## src/rtl/dataout_packer.sv

```systemverilog
// dataout_packer: unpacks IN_BYTES-wide FWFT FIFO words one byte per cycle and
// repacks them into OUT_BYTES-wide USB words, with stop and idle-timeout flush.
//
// state              | meaning
// -------------------+--------------------------------------------------------
// ST_RESET    (000)  | first cycle after reset, moves to IDLE
// ST_IDLE     (001)  | waiting for enable; run counters cleared on exit
// ST_PACK     (010)  | moving one byte per cycle from FIFO word into accumulator
// ST_WAIT     (101)  | FIFO empty, byte positions held, idle-timeout running
// ST_TX_CONT  (110)  | presenting a word to the sink, packing resumes after
// ST_TX_END   (111)  | presenting the final word of the run (usb_last=1)
module dataout_packer #(
  parameter int IN_BYTES        = 3,
  parameter int OUT_BYTES       = 4,
  parameter int FLUSH_TIMEOUT   = 256,
  parameter int StateBitWidth_c = 3
) (
  input  logic                       clk,
  input  logic                       rst,
  input  logic                       enable,
  input  logic                       fsm_stop,
  input  logic [IN_BYTES*8-1:0]      fifoin_data,
  input  logic                       fifoin_empty,
  output logic                       fifoin_rd_en,
  output logic [OUT_BYTES*8-1:0]     usb_data,
  output logic [OUT_BYTES-1:0]       usb_byte_en,
  output logic                       usb_valid,
  output logic                       usb_last,
  input  logic                       usb_ready,
  output logic [StateBitWidth_c-1:0] state,
  output logic                       busy,
  output logic                       done,
  output logic [31:0]                byte_count
);

  localparam int InIdxW  = (IN_BYTES > 1) ? $clog2(IN_BYTES) : 1;
  localparam int OutIdxW = $clog2(OUT_BYTES + 1);
  localparam int TmoW    = $clog2(FLUSH_TIMEOUT + 2);

  typedef enum logic [2:0] {
    ST_RESET   = 3'b000,
    ST_IDLE    = 3'b001,
    ST_PACK    = 3'b010,
    ST_WAIT    = 3'b101,
    ST_TX_CONT = 3'b110,
    ST_TX_END  = 3'b111
  } state_t;

  state_t                 state_q, state_d;
  logic [InIdxW-1:0]      in_idx_q, in_idx_d;
  logic [OutIdxW-1:0]     out_idx_q, out_idx_d;
  logic [OUT_BYTES*8-1:0] acc_q, acc_d;
  logic [TmoW-1:0]        tmo_q, tmo_d;
  logic [31:0]            bc_q, bc_d;
  logic                   done_q, done_d;
  logic                   rd_en_c;
  logic [7:0]             cur_byte;
  logic [OUT_BYTES-1:0]   lane_en;
  logic                   tx_state;

  assign cur_byte = fifoin_data[8*int'(in_idx_q) +: 8];

  // Valid lanes are contiguous from lane 0; out_idx is the number of filled lanes.
  always_comb begin
    lane_en = '0;
    for (int j = 0; j < OUT_BYTES; j++) lane_en[j] = (j < int'(out_idx_q));
  end

  // Register update; reset discards any partial word immediately.
  always_ff @(posedge clk or posedge rst) begin
    if (rst) begin
      state_q   <= ST_RESET;
      in_idx_q  <= '0;
      out_idx_q <= '0;
      acc_q     <= '0;
      tmo_q     <= '0;
      bc_q      <= '0;
      done_q    <= 1'b0;
    end else begin
      state_q   <= state_d;
      in_idx_q  <= in_idx_d;
      out_idx_q <= out_idx_d;
      acc_q     <= acc_d;
      tmo_q     <= tmo_d;
      bc_q      <= bc_d;
      done_q    <= done_d;
    end
  end

  // Next-state, datapath and FIFO pop decisions.
  always_comb begin
    state_d   = state_q;
    in_idx_d  = in_idx_q;
    out_idx_d = out_idx_q;
    acc_d     = acc_q;
    tmo_d     = '0;
    bc_d      = bc_q;
    done_d    = 1'b0;
    rd_en_c   = 1'b0;
    case (state_q)
      ST_RESET: state_d = ST_IDLE;
      ST_IDLE: begin
        if (enable && !fsm_stop) begin
          state_d   = ST_PACK;
          bc_d      = '0;
          in_idx_d  = '0;
          out_idx_d = '0;
          acc_d     = '0;
        end
      end
      ST_PACK, ST_WAIT: begin
        // A stop only lets a byte through when that byte completes the word.
        if (state_q == ST_PACK && !fifoin_empty &&
            (!fsm_stop || out_idx_q == OutIdxW'(OUT_BYTES - 1))) begin
          acc_d[8*int'(out_idx_q) +: 8] = cur_byte;
          out_idx_d = out_idx_q + OutIdxW'(1);
          if (in_idx_q == InIdxW'(IN_BYTES - 1)) begin
            rd_en_c  = 1'b1;
            in_idx_d = '0;
          end else begin
            in_idx_d = in_idx_q + InIdxW'(1);
          end
          if (out_idx_q == OutIdxW'(OUT_BYTES - 1))
            state_d = fsm_stop ? ST_TX_END : ST_TX_CONT;
        end else if (fsm_stop) begin
          // Drop the rest of a half-consumed FIFO word so the next run starts aligned.
          if (in_idx_q != '0 && !fifoin_empty) rd_en_c = 1'b1;
          in_idx_d = '0;
          if (out_idx_q != '0) begin
            state_d = ST_TX_END;
          end else begin
            state_d = ST_IDLE;
            done_d  = 1'b1;
          end
        end else if (state_q == ST_PACK) begin
          state_d = ST_WAIT;
        end else if (!fifoin_empty) begin
          state_d = ST_PACK;
        end else if (FLUSH_TIMEOUT != 0 && out_idx_q != '0) begin
          if (tmo_q + TmoW'(1) == TmoW'(FLUSH_TIMEOUT)) state_d = ST_TX_CONT;
          else tmo_d = tmo_q + TmoW'(1);
        end
      end
      ST_TX_CONT, ST_TX_END: begin
        if (usb_ready) begin
          bc_d      = bc_q + 32'(out_idx_q);
          acc_d     = '0;
          out_idx_d = '0;
          if (state_q == ST_TX_END || fsm_stop) begin
            state_d = ST_IDLE;
            done_d  = 1'b1;
          end else begin
            state_d = ST_PACK;
          end
        end
      end
      default: state_d = ST_RESET;
    endcase
  end

  assign tx_state     = (state_q == ST_TX_CONT) || (state_q == ST_TX_END);
  assign usb_valid    = tx_state;
  assign usb_last     = (state_q == ST_TX_END);
  assign usb_byte_en  = tx_state ? lane_en : '0;
  assign usb_data     = acc_q;
  assign fifoin_rd_en = rd_en_c;
  assign busy         = (state_q != ST_RESET) && (state_q != ST_IDLE);
  assign done         = done_q;
  assign byte_count   = bc_q;
  assign state        = StateBitWidth_c'(state_q);

endmodule

```

## config.mk

```make
export PLATFORM = sky130hd
export DESIGN_NAME = dataout_packer
export DESIGN_NICKNAME = d
export VERILOG_FILES = /design/src/rtl/dataout_packer.sv
export SDC_FILE = /design/constraint.sdc
export NUM_CORES = 1
export LEC_CHECK = 0
export CAP_MARGIN = 20
export CELL_PAD_IN_SITES_DETAIL_PLACEMENT = 0
export CELL_PAD_IN_SITES_GLOBAL_PLACEMENT = 1
export CORE_UTILIZATION = 40
export DETAILED_ROUTE_END_ITERATION = 12
export PLACE_DENSITY = 0.93
export SYNTH_ARGS = -nofsm -noshare
export SYNTH_HDL_FRONTEND = slang
export SYNTH_SLANG_ARGS = --single-unit
export TNS_END_PERCENT = 50
```

## constraint.sdc

```tcl
create_clock -name clk -period 6.4 [get_ports clk]
set_input_delay 1.28 -clock clk [delete_from_list [all_inputs] [get_ports clk]]
set_output_delay 1.28 -clock clk [all_outputs]
set_load 0.05 [all_outputs]
```

; Word level (Yosys, flattened, before mapping)
; Cells that the tools add are included.
[word_totals]
inputBits = 30
latch_bits = 0
reg_bits = 82
ram_bits = 0
n_memories = 0
rom_bits = 0
output_inout_bits = 76
word_cells = 106
[op_classes]
div = 0
n_lt_le_gt_ge = 4
n_eq_ne = 16
bitwise = 0
shifts = 3
reduce_logical = 23
addsub = 5
n_mux = 48
mul = 0
[ops]
columns = operator, n
row1 = $mux W32, 4
row2 = $pmux W32 S3, 1
row3 = $pmux W32 S2, 1
row4 = $mux W9, 7
row5 = $mux W3, 13
row6 = $neg A6 Y33, 1
row7 = $shift A8 B33 Y32 const A, 1
row8 = $shiftx A8 B33 Y32, 1
row9 = $add A32 B3 Y32, 1
row10 = $bwmux W32, 1
row11 = $shiftx A24 B6 Y8, 1
row12 = $ne A6 B6 Y1 const B, 2
row13 = $pmux W3 S4, 1
row14 = $mux W1, 11
row15 = $mux W2, 5
row16 = $add A9 B1 Y9 const B, 1
row17 = $eq A3 B3 Y1 const B, 3
row18 = $eq A9 B9 Y1 const B, 1
row19 = $pmux W3 S3, 1
row20 = $reduce_bool A3 Y1, 3
row21 = $eq A3 B2 Y1 const B, 2
row22 = $lt A1 B3 Y1 const A, 2
row23 = $lt A2 B3 Y1 const A, 2
row24 = $ne A2 B2 Y1 const B, 3
row25 = 18 further kinds, 30

; Depth between registers and ports, before layout
; Gate-level depths: netlist of the first run.
[depth]
word_depth = 9
depth_mapped = 8
mapped_depth_nobuf = 8

; Worst setup path after synthesis of the first run
; No wires, ideal clock.
[synth_path]
path_type = input-to-output
startpoint = input fifoin_empty
endpoint = output fifoin_rd_en
cell_stages = 5
setup_slack_ns = 1.581
n_path_buf = 1
t_required_ns = 5.120
arrival_ns = 3.539
path_cell_list = or4b_2 -> a21oi_2 -> buf_4 -> o21ai_0 -> nor3b_1
[synth_via]
elab_chain_len = 6
word_cells_on_any_way = 8
cone_classes = mux (4) / reduce/logical (4)
[synth_rtl]
columns = element, line_no
row1 = from (decl), 23  ; input logic fifoin_empty,
row2 = $logic_not A1 Y1 *, n/a
row3 = $logic_and A1 B1 Y1, 127  ; if (in_idx_q != '0 && !fifoin_empty) rd_en_c = 1'b1;
row4 = $mux W1, 127
row5 = $mux W1, 125  ; end else if (fsm_stop) begin
row6 = $mux W1 *, 113  ; if (state_q == ST_PACK && !fifoin_empty &&
row7 = $mux W1 *, 100  ; case (state_q)
row8 = to (decl), 24  ; output logic fifoin_rd_en,
; Every way passes the cells marked *; elsewhere a longest branch is shown, timed or not.

; Worst setup path in the final report of the first run
; Same ends and word-level chain as after synthesis.

==> results.py, run 1 <==
metrics = {
    "cts": {
        "postCtsSetupRepairBufs": 0,
        "cts_hold_buf": 0,
        "cts_resized": 0,
        "insertion_delay_ns": 0.35,
        "cts_buffers": 9,
        "cts_max_path_buffers": 2,
        "cts_root_buffer": "clkbuf_8",
        "clock-sinks": 82,
        "h-tree-depth": 3,
        "path_clk_slew_ns": 0.08,
        "tritoncts": "yes",
    },
    "timing": {
        "finalCriticalPeriod_ns": 5.04,
        "finalMaxSlewViolations": 0,
        "fmax_mhz": 198,
        "finalSetupTns_ns": 0,
        "setup_viol": 0,
        "slew-limit-headroom_pct": 34.5,
        "finalClockSkew_ns": 0.0124,
        "fin_ws_ns": 1.36,
        "finalCritPeriodShare_pct": 78.8,
        "worst_slew_pin_slew_ns": 0.983,
        "whs_ns": 0.484,
        "hold_viol": 0,
        "rsz0062_at_grt": "no",
    },
    "synth": {
        "synthesis.area_mm2": 0.00438,
        "ys_seq_area_share_pct": 46.8,
        "synthArstFlopShare_pct": 100,
        "ys_warn_count": 0,
        "ys.flop_type": "dfrtp_1",
        "postSynthAreaPerCell_um2": 9.25,
        "synth-seq-cells": 82,
        "syn-num-nets": 515,
        "yosysUniqueCellTypes": 57,
        "synth_edf_count": 0,
        "syn_inst": 474,
    },
    "global_route": {
        "grt_max_degree": 83,
        "overflow": 0,
        "antenna_found_initial": 0,
        "grt_use_total_pct": 19.9,
        "grt_pass1_wl_mm": 17.8,
        "grt_pass1_vias": 3611,
    },
    "worst_setup_path": {
        "critPathLaunchType": "input port",
        "crit_required_ns": 5.12,
        "cp_max_fo": 12,
        "endpoint_kind": "output port",
        "worst-setup-path-type": "in2out",
        "arrival_ns": 3.76,
    },
    "detailed_routing": {
        "wirelength_mm": 11.0,
        "viasPerCell": 5.55,
        "first_pass_iters": 4,
        "vias": 3971,
        "wire_per_inst_um": 15.4,
        "drc": 0,
        "drt_iter0_drc": 272,
        "ant_nets": 0,
    },
    "worst_hold_path": {
        "min_path_type": "reg2reg",
    },
    "status": {
        "status": "finished, final reports clean",
    },
    "cells_and_area": {
        "fin_cells": 715,
        "area_growth_pct": 31.8,
        "final_cell_mix": "clkdlybuf4s50_1 (105), dfrtp_1 (82), nand2_1 (54), nor2_1 (49), a21oi_1 (29)",
        "drive_gt1_share_pct": 5.87,
        "fillers": 1011,
        "layout.nets": 615,
        "fin_area_mm2": 0.00578,
        "final_core_util_pct": 55.2,
        "final_common_cell": "clkdlybuf4s50_1",
        "antenna_cells": 0,
    },
    "die": {
        "num_rows": 37,
        "dieHeight_um": 107,
        "die-area_mm2": 0.0114,
        "start_util_pct": 41.9,
        "io_pins": 106,
        "coreArea_mm2": 0.0105,
        "die_w_um": 107,
    },
    "power_and_ir_drop": {
        "power_density_mw_per_mm2": 272,
        "power_leakage_nw": 2.31,
        "power_mw": 1.57,
        "peakVddDrop_uv": 273,
    },
    "run": {
        "cap_violations": 0,
    },
    "placed_design": {
        "place_worst_setup_slack_ns": 1.36,
        "gp_congestion": 0.818,
        "port_buffers": 105,
        "place_area_mm2": 0.00554,
        "dp_cells": 697,
        "hpwl_mm": 8.10,
    },
}
## registers in the layout (all words and copies together), names as in the netlist
| name | cells |
|---|---|
| usb_data | 32 |
| byte_count | 32 |
| tmo_q | 9 |
| done | 1 |
| in_idx_q | 2 |
| out_idx_q | 3 |
| state | 3 |
## where the power goes
| group | switching (mW) | internal [mW] | leakage [nW] |
|---|---|---|---|
| Combinational | 0.363 | 0.194 | 1.07 |
| Clock | 0.192 | 0.193 | 0.0962 |
| Sequential | 0.0681 | 0.559 | 1.14 |
## worst paths after layout
kind / start / end / slack (ns) / cells after the start
max: fifoin_empty / fifoin_rd_en / 1.36 / 8
min: usb_data[27]$_DFFE_PP0P_ / usb_data[27]$_DFFE_PP0P_ / 0.48 / 2
max reg2reg: out_idx_q[0]$_DFFE_PP0P_ / byte_count[16]$_DFFE_PP0P_ / 3.50 / 8
min reg2reg: usb_data[27]$_DFFE_PP0P_ / usb_data[27]$_DFFE_PP0P_ / 0.48 / 2
max in group asynchronous: rst / tmo_q[2]$_DFF_PP0_ / 4.46 / 4
min in group asynchronous: rst / usb_data[3]$_DFFE_PP0P_ / 1.34 / 3
## worst max-delay path: stages
cell,delay (ns)
clkdlybuf4s50_1,0.47
or4b_2,0.68
a21oi_2,0.15
buf_4,0.20
nand2_1,0.08
o21ai_0,0.13
nor3b_1,0.08
clkdlybuf4s50_1,0.70
## final cells by class
type / instances / area, um^2 / area share (%)
flip-flops and latches: 82 / 2050 / 35.5
multi-input cells: 358 / 2190 / 38.0
well taps: 136 / 170 / 2.94
inverters: 13 / 50.0 / 0.866
clock inverters: 5 / 62.6 / 1.08
clock buffers: 11 / 141 / 2.45
repair buffers: 110 / 1110 / 19.2
## synthesized netlist by cell type, types with 8 or more instances
master / count / area share (%)
nand2_1: 54 / 4.6
xnor2_1: 12 / 2.4
o31ai_1: 27 / 4.6
o21ai_0: 25 / 2.9
or3_1: 12 / 1.7
inv_1: 12 / 1.0
nand3_1: 24 / 2.7
mux2i_1: 11 / 2.5
nand4_1: 13 / 1.9
nor2b_1: 8 / 1.1
clkbuf_1: 15 / 1.3
nor2_1: 49 / 4.2
ha_1: 10 / 2.9
a21oi_1: 29 / 3.3
dfrtp_1: 82 / 47
## metal layers
layer	GRT usage, %	wire length, um
met1	27.2	4990
met2	31.5	5310
met3	3.40	527
met4	7.53	199
met5	0	0
## cell families (layout without fill, tap and decap cells)
group / Yosys count / in the layout / share of synthesized area [%]
AND/OR/NAND/NOR: 205 / 205 / 23.9
AO/OA/AOI/OAI: 114 / 114 / 16.9
flip-flops: 82 / 82 / 46.8
buffers and inverters: 34 / 139 / 3.14
XOR/XNOR: 16 / 16 / 3.20
multiplexers: 12 / 12 / 2.77
adder cells (fa/ha/maj): 11 / 11 / 3.31
No activity file was read; power rests on OpenSTA's default activity.
==> run 2: changes to the inputs <==
--- a/config.mk
+++ b/config.mk
@@ -8,9 +8,9 @@
 export CAP_MARGIN = 20
 export CELL_PAD_IN_SITES_DETAIL_PLACEMENT = 0
 export CELL_PAD_IN_SITES_GLOBAL_PLACEMENT = 1
-export CORE_UTILIZATION = 40
+export CORE_UTILIZATION = 34
 export DETAILED_ROUTE_END_ITERATION = 12
-export PLACE_DENSITY = 0.93
+export PLACE_DENSITY = 0.85
 export SYNTH_ARGS = -nofsm -noshare
 export SYNTH_HDL_FRONTEND = slang
 export SYNTH_SLANG_ARGS = --single-unit
==> constraint.sdc (replaced) <==
create_clock -name clk -period 4.45 [get_ports clk]
set_input_delay 0.89 -clock clk [delete_from_list [all_inputs] [get_ports clk]]
set_output_delay 0.89 -clock clk [all_outputs]
set_load 0.05 [all_outputs]
==> results.py, run 2 (same netlist as run 1, synthesis figures left out) <==
metrics = {
    "detailed_routing": {
        "wire_per_inst_um": 15.8,
        "drt_iter0_drc": 309,
        "wirelength_mm": 11.9,
        "drc": 0,
        "first_pass_iters": 5,
        "viasPerCell": 5.30,
        "ant_nets": 0,
        "vias": 3999,
    },
    "power_and_ir_drop": {
        "power_leakage_nw": 2.37,
        "peakVddDrop_uv": 308,
        "power_density_mw_per_mm2": 420,
        "power_mw": 2.50,
    },
    "worst_setup_path": {
        "slowest_delay_ns": 0.69,
        "cp_max_fo": 5,
        "arrival_ns": 2.86,
        "worst-setup-path-type": "in2out",
        "crit_family": "simple AND/OR/NAND/NOR gates",
        "cp_slowest_cell": "or4b_2",
        "worst-path-buf-inv": 2,
        "crit_required_ns": 3.56,
        "endpoint_kind": "output port",
        "critPathLaunchType": "input port",
        "path_cells": "clkdlybuf4s50_1, or4b_2, a21oi_2, o21ai_0, nor3b_1, buf_12",
    },
    "global_route": {
        "grt_pass1_wl_mm": 19.4,
        "grt_max_degree": 46,
        "overflow": 0,
        "grt_use_total_pct": 18.9,
        "antenna_found_initial": 0,
        "grt_pass1_vias": 3707,
    },
    "cells_and_area": {
        "layout.nets": 618,
        "final_common_cell": "clkdlybuf4s50_1",
        "antenna_cells": 0,
        "fin_area_mm2": 0.00595,
        "drive_gt1_share_pct": 6.70,
        "final_cell_mix": "clkdlybuf4s50_1 (104), dfrtp_1 (82), nand2_1 (54), nor2_1 (49), a21oi_1 (29)",
        "area_growth_pct": 35.7,
    },
    "cts": {
        "insertion_delay_ns": 0.33,
        "postCtsSetupRepairBufs": 0,
        "tritoncts": "yes",
        "h-tree-depth": 3,
        "cts_buffers": 9,
        "path_clk_slew_ns": 0.06,
        "cts_resized": 0,
        "cts_root_buffer": "clkbuf_16",
        "cts_hold_buf": 0,
        "clock-sinks": 82,
        "cts_max_path_buffers": 2,
    },
    "status": {
        "status": "finished, final reports clean",
    },
    "placed_design": {
        "hpwl_mm": 8.63,
        "place_area_mm2": 0.00563,
        "gp_congestion": 0.831,
        "port_buffers": 105,
    },
    "timing": {
        "finalCritPeriodShare_pct": 84.2,
        "finalClockSkew_ns": 0.00439,
        "fmax_mhz": 267,
        "whs_ns": 0.473,
        "hold_viol": 0,
        "setup_viol": 0,
        "worst_slew_pin_slew_ns": 0.721,
        "slew-limit-headroom_pct": 51.8,
        "rsz0062_at_grt": "no",
        "finalCriticalPeriod_ns": 3.75,
        "finalMaxSlewViolations": 0,
        "finalSetupTns_ns": 0,
    },
    "die": {
        "io_pins": 106,
        "num_rows": 41,
        "start_util_pct": 34.7,
        "coreArea_mm2": 0.0126,
        "die_w_um": 116,
        "dieHeight_um": 116,
        "die-area_mm2": 0.0134,
    },
    "worst_hold_path": {
        "min_path_type": "reg2reg",
    },
    "run": {
        "cap_violations": 0,
    },
}
==> run 2: changes by cell type in the layout (fill, tap and decap cells not counted), sizes merged <==
cell	previous run	this run
buf	4	9
clkbuf	12	11
clkdlybuf4s50	105	104
clkinv	3	4
inv	12	11
==> run 2: worst paths after layout <==
| kind | startpoint | end | slack [ns] | cells after the start |
|---|---|---|---|---|
| max in group asynchronous | rst | tmo_q[6]$_DFF_PP0_ | 3.01 | 3 |
| max reg2reg | state[2]$_DFFE_PP0P_ | usb_data[7]$_DFFE_PP0P_ | 1.82 | 6 |
| max | fifoin_empty | fifoin_rd_en | 0.70 | 6 |
| min | usb_data[26]$_DFFE_PP0P_ | usb_data[26]$_DFFE_PP0P_ | 0.47 | 2 |
| min in group asynchronous | rst | usb_data[20]$_DFFE_PP0P_ | 0.99 | 3 |
| min reg2reg | usb_data[26]$_DFFE_PP0P_ | usb_data[26]$_DFFE_PP0P_ | 0.47 | 2 |
==> run 2: metal layers <==
metal / wire (um) / GRT usage [%]
met1: 5470 / 25.7
met5: 0 / 0
met4: 160 / 5.89
met2: 5760 / 30.3
met3: 494 / 3.71
==> run 2: metrics by stage <==
stage / worst slack [ns] / cells / utilization [%]
after floorplan: 0.411 / 474 / -
after global placement: 0.732 / 738 / 44.6
after detailed placement: 0.721 / 738 / 44.6
after CTS: 0.704 / 754 / 47.1
after global routing: 0.543 / 754 / 47.1
final: 0.704 / 754 / 47.1
==> run 2: report_power, final <==
part | total (mW) | switching, mW | internal (mW)
Combinational | 0.812 | 0.529 | 0.283
Clock | 0.775 | 0.307 | 0.467
Sequential | 0.910 | 0.104 | 0.805
Total | 2.50 | 0.941 | 1.56
==> run 2: worst min-delay path, stage by stage (launching register included) <==
cell and delay, ns:
dfrtp_1 0.34, nand2_1 0.05, o31ai_1 0.05
==> run 2: cell type report <==
| cell class | instances | area, um^2 |
|---|---|---|
| timing repair buffer | 113 | 1120 |
| multi-input combinational | 358 | 2190 |
| tap | 172 | 215 |
| fill | 1186 | 6670 |
| inverter | 13 | 50.0 |
| clock buffer | 11 | 253 |
| sequential | 82 | 2050 |
| clock inverter | 5 | 62.6 |
==> run 3: changes to the inputs <==
--- a/config.mk
+++ b/config.mk
@@ -8,9 +8,9 @@
 export CAP_MARGIN = 20
 export CELL_PAD_IN_SITES_DETAIL_PLACEMENT = 0
 export CELL_PAD_IN_SITES_GLOBAL_PLACEMENT = 1
-export CORE_UTILIZATION = 34
+export CORE_UTILIZATION = 37
 export DETAILED_ROUTE_END_ITERATION = 12
-export PLACE_DENSITY = 0.85
+export PLACE_DENSITY = 0.87
 export SYNTH_ARGS = -nofsm -noshare
 export SYNTH_HDL_FRONTEND = slang
 export SYNTH_SLANG_ARGS = --single-unit
==> constraint.sdc (replaced) <==
create_clock -name clk -period 3.7 [get_ports clk]
set_input_delay 0.74 -clock clk [delete_from_list [all_inputs] [get_ports clk]]
set_output_delay 0.74 -clock clk [all_outputs]
set_load 0.05 [all_outputs]
==> results.py, run 3 (same netlist as run 1, synthesis figures left out) <==
metrics = {
    "worst_hold_path": {
        "min_path_type": "reg2reg",
        "hold_depth": 2,
        "hold-path-endpoint": "usb_data[20]$_DFFE_PP0P_",
        "hp-start": "usb_data[20]$_DFFE_PP0P_",
    },
    "cells_and_area": {
        "antenna_cells": 0,
        "layout.nets": 620,
        "final_cell_mix": "clkdlybuf4s50_1 (104), dfrtp_1 (82), nand2_1 (54), nor2_1 (49), a21oi_1 (29)",
        "fillers": 1080,
        "drive_gt1_share_pct": 7.19,
        "final_common_cell": "clkdlybuf4s50_1",
        "fin_cells": 727,
        "area_growth_pct": 34.8,
    },
    "global_route": {
        "grt_pass1_vias": 3627,
        "grt_pass1_wl_mm": 18.9,
        "antenna_found_initial": 0,
        "grt_use_total_pct": 19.0,
        "grt_max_degree": 33,
        "overflow": 0,
    },
    "placed_design": {
        "hpwl_mm": 8.37,
        "port_buffers": 105,
        "dp_cells": 710,
        "gp_congestion": 0.788,
    },
    "detailed_routing": {
        "vias": 3988,
        "drt_iter0_drc": 314,
        "drc": 0,
        "ant_nets": 0,
        "viasPerCell": 5.49,
        "wirelength_mm": 11.5,
        "first_pass_iters": 5,
        "wire_per_inst_um": 15.8,
    },
    "cts": {
        "cts_buffers": 9,
        "cts_hold_buf": 0,
        "cts_root_buffer": "clkbuf_16",
        "clock-sinks": 82,
        "cts_resized": 0,
        "path_clk_slew_ns": 0.07,
        "cts_max_path_buffers": 2,
        "tritoncts": "yes",
        "postCtsSetupRepairBufs": 0,
        "h-tree-depth": 3,
        "insertion_delay_ns": 0.35,
    },
    "timing": {
        "finalSetupTns_ns": 0,
        "finalCritPeriodShare_pct": 92.5,
        "finalCriticalPeriod_ns": 3.42,
        "hold_viol": 0,
        "finalMaxSlewViolations": 0,
        "finalClockSkew_ns": 0.0138,
        "fmax_mhz": 292,
        "slew-limit-headroom_pct": 55.6,
        "worst_slew_pin_slew_ns": 0.664,
        "setup_viol": 0,
        "rsz0062_at_grt": "no",
    },
    "worst_setup_path": {
        "path_cells": "clkdlybuf4s50_1, or4b_2, a21oi_2, o21ai_0, nor3b_2, buf_12",
        "critPathLaunchType": "input port",
        "cp_slowest_cell": "or4b_2",
        "slowest_delay_ns": 0.69,
        "timing.rr.end": "usb_data[5]$_DFFE_PP0P_",
        "cp_max_fo": 5,
        "endpoint_kind": "output port",
        "crit_family": "simple AND/OR/NAND/NOR gates",
        "crit_required_ns": 2.96,
        "worst-setup-path-type": "in2out",
        "ff2ff_setup_slack_ns": 0.93,
        "worst-path-buf-inv": 2,
        "arrival_ns": 2.68,
        "rr_startpoint": "state[2]$_DFFE_PP0P_",
        "reg2regPathDepth": 6,
    },
    "power_and_ir_drop": {
        "power_mw": 2.94,
        "sw_frac_of_total_pct": 39.1,
        "clkPwrFrac_pct": 29.8,
        "peakVddDrop_uv": 293,
        "p_int_mw": 1.79,
        "pwr-share-seq_pct": 37.1,
        "p_comb_share_pct": 33.1,
        "p_switching_mw": 1.15,
        "power_density_mw_per_mm2": 497,
        "power_leakage_nw": 2.37,
    },
    "status": {
        "status": "finished, final reports clean",
    },
    "die": {
        "coreArea_mm2": 0.0115,
        "start_util_pct": 38.2,
        "dieHeight_um": 111,
        "die-area_mm2": 0.0123,
        "io_pins": 106,
        "die_w_um": 111,
        "num_rows": 39,
    },
    "run": {
        "cap_violations": 0,
    },
}
-- run 3: cell types whose count changed in the layout (fill, tap and decap cells not counted) --
cell,before,now
inv_6,0,3
inv_8,0,1
nor3b_2,0,1
buf_4,8,9
clkbuf_4,0,1
nor3b_1,2,1
clkinv_4,2,0
bufinv_16,1,0
clkbuf_8,2,0
clkinv_8,0,1
-- run 3: stage by stage --
step	util, %	setup slack, ns	cell area [um^2]	hold slack (ns)
2_1_floorplan	-	0.427	4390	0.489
3_3_place_gp	48.8	0.318	5600	0.466
3_5_place_dp	48.9	0.293	5610	0.468
4_1_cts	51.5	0.270	5900	0.485
5_1_grt	51.5	0.192	5910	0.514
6_report	51.5	0.278	5910	0.484
-- run 3: power groups by stage --
| stage | logic, mW | clock network (mW) | registers, mW |
|---|---|---|---|
| detailed placement | 0.966 | 0 | 1.11 |
| global route | 1.05 | 0.937 | 1.11 |
| finish | 0.971 | 0.874 | 1.09 |
| CTS | 0.967 | 0.893 | 1.09 |
| global placement | 0.947 | 0 | 1.11 |
| floorplan | 0.489 | 0 | 1.26 |
-- run 3: metal layers --
metal | vias up | part of all wire (%) | GRT usage [%]
met2 | 124 | 47 | 30.1
li1 | 1945 | - | -
met1 | 1903 | 47 | 26.4
met3 | 16 | 4.5 | 3.12
met5 | - | 0 | 0
met4 | 0 | 1.4 | 6.67
-- run 3: final cells by class --
class                      count  area (um^2)  area share [%]
clock buffer                   9          225            3.81
tap                          143          179            3.03
multi-input combinational    358         2200            37.2
inverter                      13         50.0           0.847
clock inverter                 7         68.8            1.16
timing repair buffer         115         1140            19.2
sequential                    82         2050            34.7
-- run 3: worst max-delay path by stage --
stage	cells past startpoint	end	slack [ns]	startpoint
3_3_place_gp	6	fifoin_rd_en	0.32	fifoin_empty
4_1_cts	6	fifoin_rd_en	0.27	fifoin_empty
2_1_floorplan	5	fifoin_rd_en	0.43	fifoin_empty
3_5_place_dp	6	fifoin_rd_en	0.29	fifoin_empty
5_1_grt	6	fifoin_rd_en	0.19	fifoin_empty
6_report	6	fifoin_rd_en	0.28	fifoin_empty
-- run 3: worst register-to-register path, stage by stage (launching register included) --
cell	delay, ns
dfrtp_1	0.58
or4b_2	0.78
a21oi_2	0.21
buf_4	0.21
nand4_1	0.48
nand3_1	0.27
o21ai_0	0.11
